`src/rtl/ct_vfalu_pipe6_issue_wb_if.sv`:
```
// Issue/EX1/EX3/writeback signal bundle between the pipe6 issue block and its environment.
interface ct_vfalu_pipe6_issue_wb_if #(parameter int PREG_W = 7);
  // issue queue side
  logic              iq_pipe6_vld;
  logic              pipe6_iq_rdy;
  logic [19:0]       iq_pipe6_func;
  logic [2:0]        iq_pipe6_sel;
  logic [2:0]        iq_pipe6_imm0;
  logic [63:0]       iq_pipe6_srcf0;
  logic [63:0]       iq_pipe6_srcf1;
  logic [63:0]       iq_pipe6_mtvr_src0;
  logic              iq_pipe6_mfvr;
  logic [PREG_W-1:0] iq_pipe6_preg;
  // EX1 operand bus to the VFALU
  logic [19:0]       dp_vfalu_ex1_pipex_func;
  logic [2:0]        dp_vfalu_ex1_pipex_sel;
  logic [2:0]        dp_vfalu_ex1_pipex_imm0;
  logic [63:0]       dp_vfalu_ex1_pipex_srcf0;
  logic [63:0]       dp_vfalu_ex1_pipex_srcf1;
  logic [63:0]       dp_vfalu_ex1_pipex_mtvr_src0;
  // results from the VFALU
  logic [63:0]       pipex_dp_ex1_vfalu_mfvr_data;
  logic [63:0]       pipex_dp_ex3_vfalu_freg_data;
  logic [4:0]        pipex_dp_ex3_vfalu_ereg_data;
  // writeback
  logic              pipe6_wb_vld;
  logic              pipe6_wb_rdy;
  logic [PREG_W-1:0] pipe6_wb_preg;
  logic              pipe6_wb_mfvr;
  logic [63:0]       pipe6_wb_data;
  logic [4:0]        pipe6_wb_fflags;

  // environment side (issue queue, VFALU, writeback consumer)
  modport master (
    output iq_pipe6_vld, iq_pipe6_func, iq_pipe6_sel, iq_pipe6_imm0, iq_pipe6_srcf0,
           iq_pipe6_srcf1, iq_pipe6_mtvr_src0, iq_pipe6_mfvr, iq_pipe6_preg,
           pipex_dp_ex1_vfalu_mfvr_data, pipex_dp_ex3_vfalu_freg_data,
           pipex_dp_ex3_vfalu_ereg_data, pipe6_wb_rdy,
    input  pipe6_iq_rdy, dp_vfalu_ex1_pipex_func, dp_vfalu_ex1_pipex_sel,
           dp_vfalu_ex1_pipex_imm0, dp_vfalu_ex1_pipex_srcf0, dp_vfalu_ex1_pipex_srcf1,
           dp_vfalu_ex1_pipex_mtvr_src0, pipe6_wb_vld, pipe6_wb_preg, pipe6_wb_mfvr,
           pipe6_wb_data, pipe6_wb_fflags
  );

  // issue block side
  modport slave (
    input  iq_pipe6_vld, iq_pipe6_func, iq_pipe6_sel, iq_pipe6_imm0, iq_pipe6_srcf0,
           iq_pipe6_srcf1, iq_pipe6_mtvr_src0, iq_pipe6_mfvr, iq_pipe6_preg,
           pipex_dp_ex1_vfalu_mfvr_data, pipex_dp_ex3_vfalu_freg_data,
           pipex_dp_ex3_vfalu_ereg_data, pipe6_wb_rdy,
    output pipe6_iq_rdy, dp_vfalu_ex1_pipex_func, dp_vfalu_ex1_pipex_sel,
           dp_vfalu_ex1_pipex_imm0, dp_vfalu_ex1_pipex_srcf0, dp_vfalu_ex1_pipex_srcf1,
           dp_vfalu_ex1_pipex_mtvr_src0, pipe6_wb_vld, pipe6_wb_preg, pipe6_wb_mfvr,
           pipe6_wb_data, pipe6_wb_fflags
  );
endinterface

```
`src/rtl/ct_vfalu_pipe6_issue_wb.sv`:
```
// Pipe6 VFALU issue/writeback: EX1 operand register, EX1..EX3 op tracker,
// credit-protected in-order writeback FIFO with dual push (EX3 freg + EX1 mfvr).
module ct_vfalu_pipe6_issue_wb #(
  parameter int WB_DEPTH = 4,
  parameter int PREG_W   = 7
) (
  input logic                     forever_cpuclk,
  input logic                     cpurst_b,
  input logic                     rtu_yy_xx_flush,
  ct_vfalu_pipe6_issue_wb_if.slave bus
);
  localparam int CW = $clog2(WB_DEPTH + 1);
  localparam int AW = $clog2(WB_DEPTH);

  typedef struct packed {
    logic [PREG_W-1:0] preg;
    logic              mfvr;
    logic [63:0]       data;
    logic [4:0]        fflags;
  } wb_ent_t;

  // pointer = {wrap, index}; index wraps at WB_DEPTH so non power-of-two depths work
  function automatic logic [AW:0] f_inc(input logic [AW:0] p);
    if (p[AW-1:0] == AW'(WB_DEPTH - 1)) f_inc = {~p[AW], {AW{1'b0}}};
    else                                f_inc = {p[AW], p[AW-1:0] + AW'(1)};
  endfunction

  logic [CW-1:0]     r_credit;
  logic              r_ex1_vld, r_ex1_mfvr, r_ex2_vld, r_ex3_vld;
  logic [PREG_W-1:0] r_ex1_preg, r_ex2_preg, r_ex3_preg;
  logic [19:0]       r_ex1_func;
  logic [2:0]        r_ex1_sel, r_ex1_imm0;
  logic [63:0]       r_ex1_srcf0, r_ex1_srcf1, r_ex1_mtvr;
  logic [AW:0]       r_wptr, r_rptr;
  wb_ent_t           r_mem [WB_DEPTH];

  logic              w_acc, w_pop, w_empty, w_push_f, w_push_m;
  logic [AW:0]       w_wptr1;
  wb_ent_t           w_ent_f, w_ent_m, w_head;

  assign w_empty  = (r_rptr == r_wptr);
  assign w_acc    = bus.iq_pipe6_vld & (r_credit != '0) & ~rtu_yy_xx_flush;
  assign w_pop    = ~w_empty & bus.pipe6_wb_rdy & ~rtu_yy_xx_flush;
  assign w_push_f = r_ex3_vld;
  assign w_push_m = r_ex1_vld & r_ex1_mfvr;
  assign w_wptr1  = f_inc(r_wptr);
  assign w_ent_f  = '{preg: r_ex3_preg, mfvr: 1'b0,
                      data: bus.pipex_dp_ex3_vfalu_freg_data,
                      fflags: bus.pipex_dp_ex3_vfalu_ereg_data};
  assign w_ent_m  = '{preg: r_ex1_preg, mfvr: 1'b1,
                      data: bus.pipex_dp_ex1_vfalu_mfvr_data, fflags: 5'd0};
  assign w_head   = r_mem[r_rptr[AW-1:0]];

  assign bus.pipe6_iq_rdy                 = (r_credit != '0);
  assign bus.dp_vfalu_ex1_pipex_sel       = r_ex1_vld ? r_ex1_sel : 3'b0;
  assign bus.dp_vfalu_ex1_pipex_func      = r_ex1_func;
  assign bus.dp_vfalu_ex1_pipex_imm0      = r_ex1_imm0;
  assign bus.dp_vfalu_ex1_pipex_srcf0     = r_ex1_srcf0;
  assign bus.dp_vfalu_ex1_pipex_srcf1     = r_ex1_srcf1;
  assign bus.dp_vfalu_ex1_pipex_mtvr_src0 = r_ex1_mtvr;
  assign bus.pipe6_wb_vld                 = ~w_empty;
  assign bus.pipe6_wb_preg                = w_head.preg;
  assign bus.pipe6_wb_mfvr                = w_head.mfvr;
  assign bus.pipe6_wb_data                = w_head.data;
  assign bus.pipe6_wb_fflags              = w_head.fflags;

  // credit: one slot reserved per accepted op, returned on pop
  always_ff @(posedge forever_cpuclk) begin
    if (!cpurst_b || rtu_yy_xx_flush) r_credit <= CW'(WB_DEPTH);
    else begin
      case ({w_acc, w_pop})
        2'b10:   r_credit <= r_credit - CW'(1);
        2'b01:   r_credit <= r_credit + CW'(1);
        default: r_credit <= r_credit;
      endcase
    end
  end

  // EX1 operand register; fields hold when idle so the bus does not toggle
  always_ff @(posedge forever_cpuclk) begin
    if (!cpurst_b) begin
      r_ex1_vld <= 1'b0; r_ex1_mfvr <= 1'b0; r_ex1_preg <= '0;
      r_ex1_func <= '0; r_ex1_sel <= '0; r_ex1_imm0 <= '0;
      r_ex1_srcf0 <= '0; r_ex1_srcf1 <= '0; r_ex1_mtvr <= '0;
    end else begin
      r_ex1_vld <= w_acc;
      if (w_acc) begin
        r_ex1_mfvr  <= bus.iq_pipe6_mfvr;   r_ex1_preg  <= bus.iq_pipe6_preg;
        r_ex1_func  <= bus.iq_pipe6_func;   r_ex1_sel   <= bus.iq_pipe6_sel;
        r_ex1_imm0  <= bus.iq_pipe6_imm0;   r_ex1_srcf0 <= bus.iq_pipe6_srcf0;
        r_ex1_srcf1 <= bus.iq_pipe6_srcf1;  r_ex1_mtvr  <= bus.iq_pipe6_mtvr_src0;
      end
    end
  end

  // EX2/EX3 tracker; mfvr ops already retired in EX1 so only freg ops advance
  always_ff @(posedge forever_cpuclk) begin
    if (!cpurst_b || rtu_yy_xx_flush) begin
      r_ex2_vld <= 1'b0; r_ex3_vld <= 1'b0; r_ex2_preg <= '0; r_ex3_preg <= '0;
    end else begin
      r_ex2_vld  <= r_ex1_vld & ~r_ex1_mfvr;
      r_ex3_vld  <= r_ex2_vld;
      r_ex2_preg <= r_ex1_preg;
      r_ex3_preg <= r_ex2_preg;
    end
  end

  // FIFO storage; on a dual push the older EX3 result takes the first slot
  always_ff @(posedge forever_cpuclk) begin
    if (!cpurst_b) begin
      for (int i = 0; i < WB_DEPTH; i++) r_mem[i] <= '0;
    end else if (!rtu_yy_xx_flush) begin
      if (w_push_f) r_mem[r_wptr[AW-1:0]] <= w_ent_f;
      if (w_push_m) r_mem[w_push_f ? w_wptr1[AW-1:0] : r_wptr[AW-1:0]] <= w_ent_m;
    end
  end

  // FIFO pointers: write advances by 0/1/2, read by 0/1
  always_ff @(posedge forever_cpuclk) begin
    if (!cpurst_b || rtu_yy_xx_flush) begin
      r_wptr <= '0; r_rptr <= '0;
    end else begin
      if (w_push_f && w_push_m)      r_wptr <= f_inc(w_wptr1);
      else if (w_push_f || w_push_m) r_wptr <= w_wptr1;
      if (w_pop)                     r_rptr <= f_inc(r_rptr);
    end
  end
endmodule

```
`src/flat_wrapper.sv`:
```
// flat-port wrapper written by rule: the top's interface ports become plain ports
module ct_vfalu_pipe6_issue_wb_flat 
#(
  parameter int WB_DEPTH = 4,
  parameter int PREG_W   = 7
)
  (forever_cpuclk, cpurst_b, rtu_yy_xx_flush, bus_iq_pipe6_vld, bus_iq_pipe6_func, bus_iq_pipe6_sel, bus_iq_pipe6_imm0, bus_iq_pipe6_srcf0, bus_iq_pipe6_srcf1, bus_iq_pipe6_mtvr_src0, bus_iq_pipe6_mfvr, bus_iq_pipe6_preg, bus_pipex_dp_ex1_vfalu_mfvr_data, bus_pipex_dp_ex3_vfalu_freg_data, bus_pipex_dp_ex3_vfalu_ereg_data, bus_pipe6_wb_rdy, bus_pipe6_iq_rdy, bus_dp_vfalu_ex1_pipex_func, bus_dp_vfalu_ex1_pipex_sel, bus_dp_vfalu_ex1_pipex_imm0, bus_dp_vfalu_ex1_pipex_srcf0, bus_dp_vfalu_ex1_pipex_srcf1, bus_dp_vfalu_ex1_pipex_mtvr_src0, bus_pipe6_wb_vld, bus_pipe6_wb_preg, bus_pipe6_wb_mfvr, bus_pipe6_wb_data, bus_pipe6_wb_fflags);
  ct_vfalu_pipe6_issue_wb_if #(.PREG_W(PREG_W)) bus_i ();
  input logic forever_cpuclk;
  input logic cpurst_b;
  input logic rtu_yy_xx_flush;
  input wire logic [$bits(bus_i.iq_pipe6_vld)-1:0] bus_iq_pipe6_vld;
  input wire logic [$bits(bus_i.iq_pipe6_func)-1:0] bus_iq_pipe6_func;
  input wire logic [$bits(bus_i.iq_pipe6_sel)-1:0] bus_iq_pipe6_sel;
  input wire logic [$bits(bus_i.iq_pipe6_imm0)-1:0] bus_iq_pipe6_imm0;
  input wire logic [$bits(bus_i.iq_pipe6_srcf0)-1:0] bus_iq_pipe6_srcf0;
  input wire logic [$bits(bus_i.iq_pipe6_srcf1)-1:0] bus_iq_pipe6_srcf1;
  input wire logic [$bits(bus_i.iq_pipe6_mtvr_src0)-1:0] bus_iq_pipe6_mtvr_src0;
  input wire logic [$bits(bus_i.iq_pipe6_mfvr)-1:0] bus_iq_pipe6_mfvr;
  input wire logic [$bits(bus_i.iq_pipe6_preg)-1:0] bus_iq_pipe6_preg;
  input wire logic [$bits(bus_i.pipex_dp_ex1_vfalu_mfvr_data)-1:0] bus_pipex_dp_ex1_vfalu_mfvr_data;
  input wire logic [$bits(bus_i.pipex_dp_ex3_vfalu_freg_data)-1:0] bus_pipex_dp_ex3_vfalu_freg_data;
  input wire logic [$bits(bus_i.pipex_dp_ex3_vfalu_ereg_data)-1:0] bus_pipex_dp_ex3_vfalu_ereg_data;
  input wire logic [$bits(bus_i.pipe6_wb_rdy)-1:0] bus_pipe6_wb_rdy;
  output wire logic [$bits(bus_i.pipe6_iq_rdy)-1:0] bus_pipe6_iq_rdy;
  output wire logic [$bits(bus_i.dp_vfalu_ex1_pipex_func)-1:0] bus_dp_vfalu_ex1_pipex_func;
  output wire logic [$bits(bus_i.dp_vfalu_ex1_pipex_sel)-1:0] bus_dp_vfalu_ex1_pipex_sel;
  output wire logic [$bits(bus_i.dp_vfalu_ex1_pipex_imm0)-1:0] bus_dp_vfalu_ex1_pipex_imm0;
  output wire logic [$bits(bus_i.dp_vfalu_ex1_pipex_srcf0)-1:0] bus_dp_vfalu_ex1_pipex_srcf0;
  output wire logic [$bits(bus_i.dp_vfalu_ex1_pipex_srcf1)-1:0] bus_dp_vfalu_ex1_pipex_srcf1;
  output wire logic [$bits(bus_i.dp_vfalu_ex1_pipex_mtvr_src0)-1:0] bus_dp_vfalu_ex1_pipex_mtvr_src0;
  output wire logic [$bits(bus_i.pipe6_wb_vld)-1:0] bus_pipe6_wb_vld;
  output wire logic [$bits(bus_i.pipe6_wb_preg)-1:0] bus_pipe6_wb_preg;
  output wire logic [$bits(bus_i.pipe6_wb_mfvr)-1:0] bus_pipe6_wb_mfvr;
  output wire logic [$bits(bus_i.pipe6_wb_data)-1:0] bus_pipe6_wb_data;
  output wire logic [$bits(bus_i.pipe6_wb_fflags)-1:0] bus_pipe6_wb_fflags;
  assign bus_i.iq_pipe6_vld = bus_iq_pipe6_vld;
  assign bus_i.iq_pipe6_func = bus_iq_pipe6_func;
  assign bus_i.iq_pipe6_sel = bus_iq_pipe6_sel;
  assign bus_i.iq_pipe6_imm0 = bus_iq_pipe6_imm0;
  assign bus_i.iq_pipe6_srcf0 = bus_iq_pipe6_srcf0;
  assign bus_i.iq_pipe6_srcf1 = bus_iq_pipe6_srcf1;
  assign bus_i.iq_pipe6_mtvr_src0 = bus_iq_pipe6_mtvr_src0;
  assign bus_i.iq_pipe6_mfvr = bus_iq_pipe6_mfvr;
  assign bus_i.iq_pipe6_preg = bus_iq_pipe6_preg;
  assign bus_i.pipex_dp_ex1_vfalu_mfvr_data = bus_pipex_dp_ex1_vfalu_mfvr_data;
  assign bus_i.pipex_dp_ex3_vfalu_freg_data = bus_pipex_dp_ex3_vfalu_freg_data;
  assign bus_i.pipex_dp_ex3_vfalu_ereg_data = bus_pipex_dp_ex3_vfalu_ereg_data;
  assign bus_i.pipe6_wb_rdy = bus_pipe6_wb_rdy;
  assign bus_pipe6_iq_rdy = bus_i.pipe6_iq_rdy;
  assign bus_dp_vfalu_ex1_pipex_func = bus_i.dp_vfalu_ex1_pipex_func;
  assign bus_dp_vfalu_ex1_pipex_sel = bus_i.dp_vfalu_ex1_pipex_sel;
  assign bus_dp_vfalu_ex1_pipex_imm0 = bus_i.dp_vfalu_ex1_pipex_imm0;
  assign bus_dp_vfalu_ex1_pipex_srcf0 = bus_i.dp_vfalu_ex1_pipex_srcf0;
  assign bus_dp_vfalu_ex1_pipex_srcf1 = bus_i.dp_vfalu_ex1_pipex_srcf1;
  assign bus_dp_vfalu_ex1_pipex_mtvr_src0 = bus_i.dp_vfalu_ex1_pipex_mtvr_src0;
  assign bus_pipe6_wb_vld = bus_i.pipe6_wb_vld;
  assign bus_pipe6_wb_preg = bus_i.pipe6_wb_preg;
  assign bus_pipe6_wb_mfvr = bus_i.pipe6_wb_mfvr;
  assign bus_pipe6_wb_data = bus_i.pipe6_wb_data;
  assign bus_pipe6_wb_fflags = bus_i.pipe6_wb_fflags;
  ct_vfalu_pipe6_issue_wb #(.WB_DEPTH(WB_DEPTH), .PREG_W(PREG_W)) u_core (.forever_cpuclk(forever_cpuclk), .cpurst_b(cpurst_b), .rtu_yy_xx_flush(rtu_yy_xx_flush), .bus(bus_i));
endmodule
```
`config.mk`:
```
export PLATFORM = sky130hd
export DESIGN_NAME = ct_vfalu_pipe6_issue_wb_flat
export DESIGN_NICKNAME = d
export VERILOG_FILES = /design/src/rtl/ct_vfalu_pipe6_issue_wb_if.sv /design/src/rtl/ct_vfalu_pipe6_issue_wb.sv /design/src/flat_wrapper.sv
export SDC_FILE = /design/constraint.sdc
export NUM_CORES = 1
export LEC_CHECK = 0
export CAP_MARGIN = 20
export CELL_PAD_IN_SITES_DETAIL_PLACEMENT = 1
export CELL_PAD_IN_SITES_GLOBAL_PLACEMENT = 2
export CORE_ASPECT_RATIO = 0.7
export CORE_MARGIN = 5
export CORE_UTILIZATION = 31
export DETAILED_ROUTE_END_ITERATION = 10
export GPL_ROUTABILITY_DRIVEN = 0
export HOLD_SLACK_MARGIN = 0.12
export MAX_ROUTING_LAYER = met4
export PLACE_DENSITY_LB_ADDON = 0.15
export SYNTH_ARGS = -nofsm -noshare
export SYNTH_HDL_FRONTEND = slang
export SYNTH_SLANG_ARGS = --single-unit
```
`constraint.sdc`:
```
create_clock -name forever_cpuclk -period 4 [get_ports forever_cpuclk]
set_input_delay 0.8 -clock forever_cpuclk [delete_from_list [all_inputs] [get_ports forever_cpuclk]]
set_output_delay 0.8 -clock forever_cpuclk [all_outputs]
set_load 0.02 [all_outputs]
```
==> out/metrics.cfg <==
[pwr]
ir_worst_vdd_v=0.000234
p_per_area_nw_per_um2=393
leakage_nw=11.0

[floorplanning]
die_y_um=242
core_area_um2=76500
initial_core_util=0.311
dieArea_um2=82400
die_w_um=341
row_count=85
num_io_pins=661

[clock_tree]
cts_hold_buffers=0
root_buffer=clkbuf_16
htreeDepth=2
cts-buffers-inserted=60
clk_pin_slew_worst_paths_ps=60
cts.sinks=562
clock_path_buffers=3
postCtsSetupBuffers=0
postCtsResizedCells=0
clk_latency_ps=650
cts_tree=done

[worst_setup_path]
crit_slowest_cell=dfxtp_4
worst-path-buf-inv=2
cp_max_fo=30
crit_family=buffers and inverters
cp.required_ps=3200
cp.arrival_ps=2680
crit_type=flip-flop to output port
worstPathCellList=buf_4, mux4_2, clkdlybuf4s50_1
end_kind=output port
max_stage_delay_ps=690
startpoint_type=flip-flop

[yosys]
synth_top_family_by_area=compound AO/OA/AOI/OAI gates
synth_edf_count=284
synth.area.mux_share=0.0744
synth_top_area_frac=0.359
synthCells=1981
ys_types=47
yosys.area_share.simple=0.0988
synthXorXnorAreaFrac=0.00258
synth_warnings=0
syn_nets=2350
synthTopCellsByArea=edfxtp_1 36%, dfxtp_1 23%, o2bb2ai_1 11%, nand2_1 8.4%, mux4_2 7.3%
ys_seq_area_frac=0.593
synthesis.area_um2=23800
synth-seq-cells=562
synth_compound_area_frac=0.192
synth-main-ff-cell=edfxtp_1
yosysTopAreaCell=edfxtp_1
synth_fa_ha_area_frac=0.00295
avgSynthCellArea_um2=12.0
async_flop_share=0

[timing]
rsz0062_at_grt=no
setup_viol=0
max-slew-margin-rel=0.208
maxSlewViolCount=0
layout_min_cycle_time_ps=3480
tightest_slew_ps=1190
fin_crit_sh=0.871
hold_viol_final=0
fmax_mhz=287
skew_ps=24.0
fin_tns_setup_ps=0

[final_layout]
areaGrowthSynthToFinish_pct=40.3
fin_cells=3646
drive_above_1_share=0.0888
layout_common_cells=659 x clkdlybuf4s50_1, 535 x nand2_1, 304 x o2bb2ai_1, 284 x edfxtp_1, 276 x dfxtp_1
fin_nets=2941
layout_commonest_cell=clkdlybuf4s50_1
post-route-cell-area_um2=33300
fillers=8018
multi_input_area_um2=8880
register_area_um2=14100

[route]
num_vias=18400
drcViolationCount=0
dr.pass1.iters=5
wl_per_cell_um=24.2
final_antenna_net_count=0
routed_via_density=5.04
drt_iter0_drc=960
routed_wl_mm=88.2

[placement]
dp_cells=3510
place_area_um2=31400
port_buffers=660
dp_hpwl_mm=58.1

[global_routing]
grtUsageTotal=0.212
grt_pass1_vias=19800
grt.overflow.total=0
grt_max_degree=228
grt_pass1_wl_mm=130
antenna_found_initial=20

[worst_hold_path]
hp-class=flip-flop to flip-flop

[outcome]
status=complete, no violations

[flow_run]
cap_viol_max_count=0

-- final timing paths --
check	startpoint	endpoint	slack, ps	cells after the start
setup / recovery	flip-flop	bus_pipe6_wb_data[44]	520	3
hold / removal	u_core.r_ex2_preg[3]	u_core.r_ex3_preg[3]	420	1
setup reg to reg	u_core.r_wptr[0]	u_core.r_mem[3][24]	790	6
hold reg to reg	u_core.r_ex2_preg[3]	u_core.r_ex3_preg[3]	420	1
-- state kept, by name, summed over array words and instances, names as in the netlist, named ones only --
register,cells
u_core.r_ex3_preg,7
u_core.r_ex1_mfvr,1
u_core.r_ex2_vld,1
u_core.r_ex3_vld,1
u_core.r_rptr,3
u_core.r_ex1_sel,3
u_core.bus.dp_vfalu_ex1_pipex_func,20
u_core.r_credit,3
u_core.r_ex1_vld,1
u_core.r_wptr,3
u_core.bus.dp_vfalu_ex1_pipex_imm0,3
u_core.r_ex1_preg,7
u_core.bus.dp_vfalu_ex1_pipex_srcf0,64
u_core.bus.dp_vfalu_ex1_pipex_mtvr_src0,64
u_core.r_ex2_preg,7
u_core.r_mem,308
u_core.bus.dp_vfalu_ex1_pipex_srcf1,64
-- synthesized netlist by cell type (3+ instances only) --
cell	number
nor2_1	8
nand3_1	3
ha_1	4
mux4_2	77
a21boi_0	127
o22ai_1	4
edfxtp_1	284
buf_6	10
nand2_1	535
o21ai_0	7
a31oi_1	3
dfxtp_1	278
and2_1	20
o2bb2ai_1	304
a21boi_1	100
clkbuf_1	70
nand2b_1	4
buf_2	83
o21ba_2	4
a21oi_1	3
inv_1	10
or3_1	4
xor2_1	7
-- through the flow --
stage	hold slack [ps]	power (W)	setup slack, ps	util
floorplan	406	0.00697	478	-
CTS	429	0.0133	416	0.435
detailed placement	414	0.00784	766	0.411
global placement	410	0.00780	845	0.411
finish	421	0.0131	515	0.436
global route	436	0.0136	382	0.436
-- cell type report --
| class | instances | share of cell area |
|---|---|---|
| sequential | 562 | 0.423 |
| multi-input combinational | 1240 | 0.266 |
| timing repair buffer | 697 | 0.213 |
| clock buffer | 78 | 0.0504 |
| tap | 1000 | 0.0375 |
| clock inverter | 36 | 0.00623 |
| inverter | 11 | 0.00169 |
| antenna | 22 | 0.00165 |
-- logic make-up (layout without fill, tap and decap cells) --
logic type / Yosys count / count (layout)
other: 0 / 22
DFF: 562 / 562
muxes: 80 / 80
and+or+nand+nor: 590 / 590
buffers and inverters: 179 / 822
xor gates and xnor gates: 7 / 7
adders and majority gates: 5 / 5
AOI/OAI and AO/OA: 558 / 558
-- where the power goes --
part           leakage (nW)  switching (W)  internal [W]
logic                  4.82       0.000664      0.000692
clock network         0.954        0.00241       0.00302
registers              5.20      0.0000887       0.00625
total                  11.0        0.00316       0.00996
-- routing by layer --
layer,share of wire,GRT usage,up-vias
met5,0,-,-
met3,0.065,0.0590,120
li1,-,-,8526
met4,0.024,0.0629,0
met1,0.41,0.246,9254
met2,0.50,0.359,479
No activity file was read; power rests on OpenSTA's default activity.
